$ cat config.mk
export PLATFORM = sky130hd
export DESIGN_NAME = demux_16_buf
export DESIGN_NICKNAME = d
export VERILOG_FILES = /design/src/rtl/demux_16_buf.sv
export SDC_FILE = /design/constraint.sdc
export NUM_CORES = 1
export LEC_CHECK = 0
export ABC_CLOCK_PERIOD_IN_PS = 6600
export BUFFER_PORTS_ARGS = -buffer_cell sky130_fd_sc_hd__buf_2
export CAP_MARGIN = 20
export CORE_AREA = 2 2 226 228
export DETAILED_ROUTE_END_ITERATION = 6
export DIE_AREA = 0 0 228 230
export HOLD_SLACK_MARGIN = 0.12
export PLACE_DENSITY = 0.65
export SLEW_MARGIN = 20
export SYNTH_ARGS = -nofsm -noshare
export SYNTH_HDL_FRONTEND = slang
export SYNTH_SLANG_ARGS = --single-unit
$ cat constraint.sdc
create_clock -name clock -period 6.6 [get_ports clock]
set_input_delay 0.33 -clock clock [delete_from_list [all_inputs] [get_ports clock]]
set_output_delay 0.33 -clock clock [all_outputs]
set_load 0.01 [all_outputs]
$ cat src/rtl/demux_16_buf.sv
// Buffered 1:16 distributor. Words from one valid/ready source land in one of
// sixteen single-entry slots chosen by in_select. Each slot holds its word for
// its own consumer until that consumer acknowledges it.
module demux_16_buf #(
  parameter int WIDTH = 32
) (
  input  logic                  clock,
  input  logic                  reset,
  input  logic [WIDTH-1:0]      in_data,
  input  logic [3:0]            in_select,
  input  logic                  in_valid,
  output logic                  in_ready,
  output logic [16*WIDTH-1:0]   out_data,
  output logic [15:0]           out_valid,
  input  logic [15:0]           out_ack,
  output logic [4:0]            count_full
);

  logic        accept;
  logic [15:0] load;
  logic [15:0] consume;
  logic [4:0]  consume_count;
  logic [4:0]  count_next;

  // A slot can take a new word when it is empty or is being drained in the
  // same edge. Holding reset low blocks every transfer.
  assign in_ready = reset & (~out_valid[in_select] | out_ack[in_select]);
  assign accept   = in_valid & in_ready;
  assign consume  = out_ack & out_valid;

  // Decode the load strobe and count the acks that actually take a word.
  // The select is only looked at once a transfer is accepted, so an unknown
  // select while in_valid is low cannot reach any slot.
  always_comb begin
    load          = '0;
    consume_count = '0;
    if (accept) begin
      load[in_select] = 1'b1;
    end
    for (int i = 0; i < 16; i++) begin
      consume_count = consume_count + {4'b0000, consume[i]};
    end
    // Modulo-32 arithmetic: the final value is always in 0..16, because a
    // write into a full bank needs a matching ack on the same slot.
    count_next = count_full + {4'b0000, accept} - consume_count;
  end

  // Occupancy count and per-slot full flags. A refill of a slot that is
  // being acked keeps its flag set and leaves the count unchanged.
  always_ff @(posedge clock) begin
    if (!reset) begin
      out_valid  <= '0;
      count_full <= '0;
    end else begin
      out_valid  <= (out_valid & ~consume) | load;
      count_full <= count_next;
    end
  end

  // Slot data registers. Data is kept after consumption and only cleared by
  // reset, so a consumer may still look at the last word it took.
  for (genvar g = 0; g < 16; g++) begin : g_slot
    always_ff @(posedge clock) begin
      if (!reset) begin
        out_data[g*WIDTH +: WIDTH] <= '0;
      end else if (load[g]) begin
        out_data[g*WIDTH +: WIDTH] <= in_data;
      end
    end
  end

endmodule

==> out/metrics.cfg <==
[sta]
whs_ps=170
tightest_slew_ps=1150
slew_violations=0
clock.fmax_ghz=0.205
setup-tns-final_ps=0
rsz0062_at_grt=no
hold_viol_final=0
relSlewSlack=0.231
finalCritPeriodShare=0.741
fin_skew_ps=13.3
finalSetupViolCount=0
postLayoutSetupSlackWorst_ps=1710
finalCriticalPeriod_ps=4890

[synth]
ys_seq_elements=533
synth.distinct_cells=32
yosys_warnings=0
synth_area_per_cell_um2=10.7
syn_inst=1895
synth_ff_type=dfxtp_1
synth-edff-count=0
yosysSeqAreaShare=0.524
syn-cell-area_um2=20300
synthArstFlopShare=0
synth_nets=1979

[worst_setup_path]
r2r_start=out_valid[14]
end_kind=flop
cp-start-kind=flop
cp.arrival_ps=5370
cp-startpoint=out_valid[14]
critical_path_required_ps=7080
critPathKind=reg -> reg
cp_max_fo=9

[global_routing]
grtUsageTotal=0.242
grt_pass1_wl_um=97700
grt_max_degree=197
gr-total-overflow=0
antenna_found_initial=1
grt_pass1_vias=15742

[cts]
numCtsBuffers=55
cts_setup_buffers=0
cts_buffer_depth=3
hold_buffers=16
clk_pin_slew_ps=60
htreeDepth=2
cts_tree=done
clk-insertion-delay-late_ps=590
cts_root_buf=clkbuf_16
clock-sinks=533
cts_resized=0

[detailed_routing]
drtIter0Drc=835
ant_nets=0
wl_um=65600
vias=15562
wl_per_cell_um=20.9
first_pass_iters=5
viasPerCell=4.97
drc_errors=0

[power_and_ir_drop]
p_leak_nw=13.3
p_per_area_nw_per_um2=273
max-vdd-ir-drop_v=0.000209

[cells_and_area]
post-route-util=0.509
layout-drive-gt1-share=0.293
fin_nets=2506
syn2layout_area_growth_pct=24.7
final_area_um2=25400

[placed_design]
dpl-instance-area_um2=23400
post-dp-hpwl_um=44700
portBuffers=588
gp_congestion=0.924
dp_slack_ps=1110

[die]
dieArea_um2=52400
start_util=0.408
core_um2=49900
std_cell_rows=82
die_width_um=228
die_h_um=230
pin_count=589

[hold_path]
hold_class=in -> reg
min-delay-start=in_select[2]

[status]
outcome=complete, no violations

[job]
max_cap_viol_count=0

==> cells in the mapped netlist, types with 5 or more instances <==
| master | number | area, um^2 |
|---|---|---|
| nand2_1 | 559 | 2100 |
| dfxtp_1 | 533 | 10700 |
| mux2i_1 | 512 | 5120 |
| clkbuf_1 | 98 | 368 |
| buf_4 | 27 | 203 |
| buf_6 | 25 | 282 |
| inv_1 | 19 | 71.3 |
| ha_1 | 15 | 188 |
| fa_1 | 14 | 280 |
| a21boi_1 | 11 | 82.6 |
| and2_1 | 11 | 68.8 |
| nand2b_1 | 11 | 68.8 |
| mux4_2 | 8 | 180 |
| o2111ai_4 | 7 | 184 |
| nor2b_1 | 5 | 31.3 |
| o21a_1 | 5 | 37.5 |
==> metrics by stage <==
| stage | std cells | power (mW) |
|---|---|---|
| final | 3134 | 6.92 |
| after global routing | 3134 | 7.19 |
| after CTS | 3133 | 6.99 |
| after detailed placement | 3021 | 3.91 |
| after global placement | 3021 | 3.90 |
| after floorplan | 1895 | 3.73 |
==> where the power goes <==
group          switching, mW  internal, mW
sequential            0.0232          3.25
clock                   1.28          1.80
combinational          0.346         0.218
total                   1.65          5.27
==> registers in the layout (all words and copies together) (netlist names) <==
register and flops:
count_full 5, out_data 512, out_valid 16
==> worst max-delay path, stage by stage (launching register included) <==
cell     delay [ps]
dfxtp_1         330
mux4_2          510
mux2i_4         580
nor3_1          140
nor3_1          270
fa_1            220
inv_1            50
fa_1            380
fa_1            460
fa_1            420
fa_1            530
inv_1            60
fa_1            430
xnor2_1         200
xnor2_1          80
and2_1          150
==> cell usage in the layout (no fill, tap or decap), types with 2 or more instances in the layout <==
cell / n
mux2_2: 2
nor3_1: 3
and2_1: 11
clkinv_2: 9
inv_6: 2
clkinvlp_4: 3
bufinv_16: 4
a21boi_1: 11
mux2i_4: 3
buf_2: 587
nor2_1: 2
mux4_2: 8
clkbuf_16: 55
o211ai_4: 4
buf_4: 17
dlygate4sd3_1: 16
o2111ai_4: 7
nor2b_1: 5
clkbuf_8: 10
ha_1: 15
nand2_1: 559
o21a_1: 5
inv_1: 19
a21oi_4: 4
xnor2_1: 4
nand2b_1: 11
mux2i_1: 512
and4b_1: 2
clkbuf_1: 12
xor2_1: 2
buf_12: 2
fa_1: 14
dfxtp_1: 533
==> worst paths after layout <==
path / endpoint / slack (ps) / depth (start not counted)
setup / recovery: count_full[4] / 1710 / 15
hold / removal: out_data[448] / 170 / 3
setup reg to reg: count_full[4] / 1710 / 15
hold reg to reg: out_data[41] / 450 / 2
==> metal layers <==
layer / vias to the layer above / global-route usage / share of wire
li1: 7294 / - / -
met1: 7635 / 0.284 / 0.40
met2: 507 / 0.424 / 0.50
met3: 126 / 0.0562 / 0.063
met4: 0 / 0.105 / 0.038
met5: - / 0 / 0
==> cell families after synthesis <==
group	Yosys count	share of synthesized area
buffers and inverters	173	0.0463
flip-flops	533	0.524
AND/OR/NAND/NOR	596	0.115
XOR/XNOR	6	0.00258
AO/OA/AOI/OAI	32	0.0229
adder cells (fa/ha/maj)	29	0.0230
multiplexers	526	0.266
==> final cells by class <==
class,instances,area [um^2]
diodes,1,2.50
clock buffers,77,1560
clock inverters,19,214
fillers,4604,24500
inverters,20,75.1
multi-input cells,1189,8740
flip-flops and latches,533,10700
well taps,672,841
repair buffers,623,3280
Note: power is estimated with default switching activity, not from simulation.
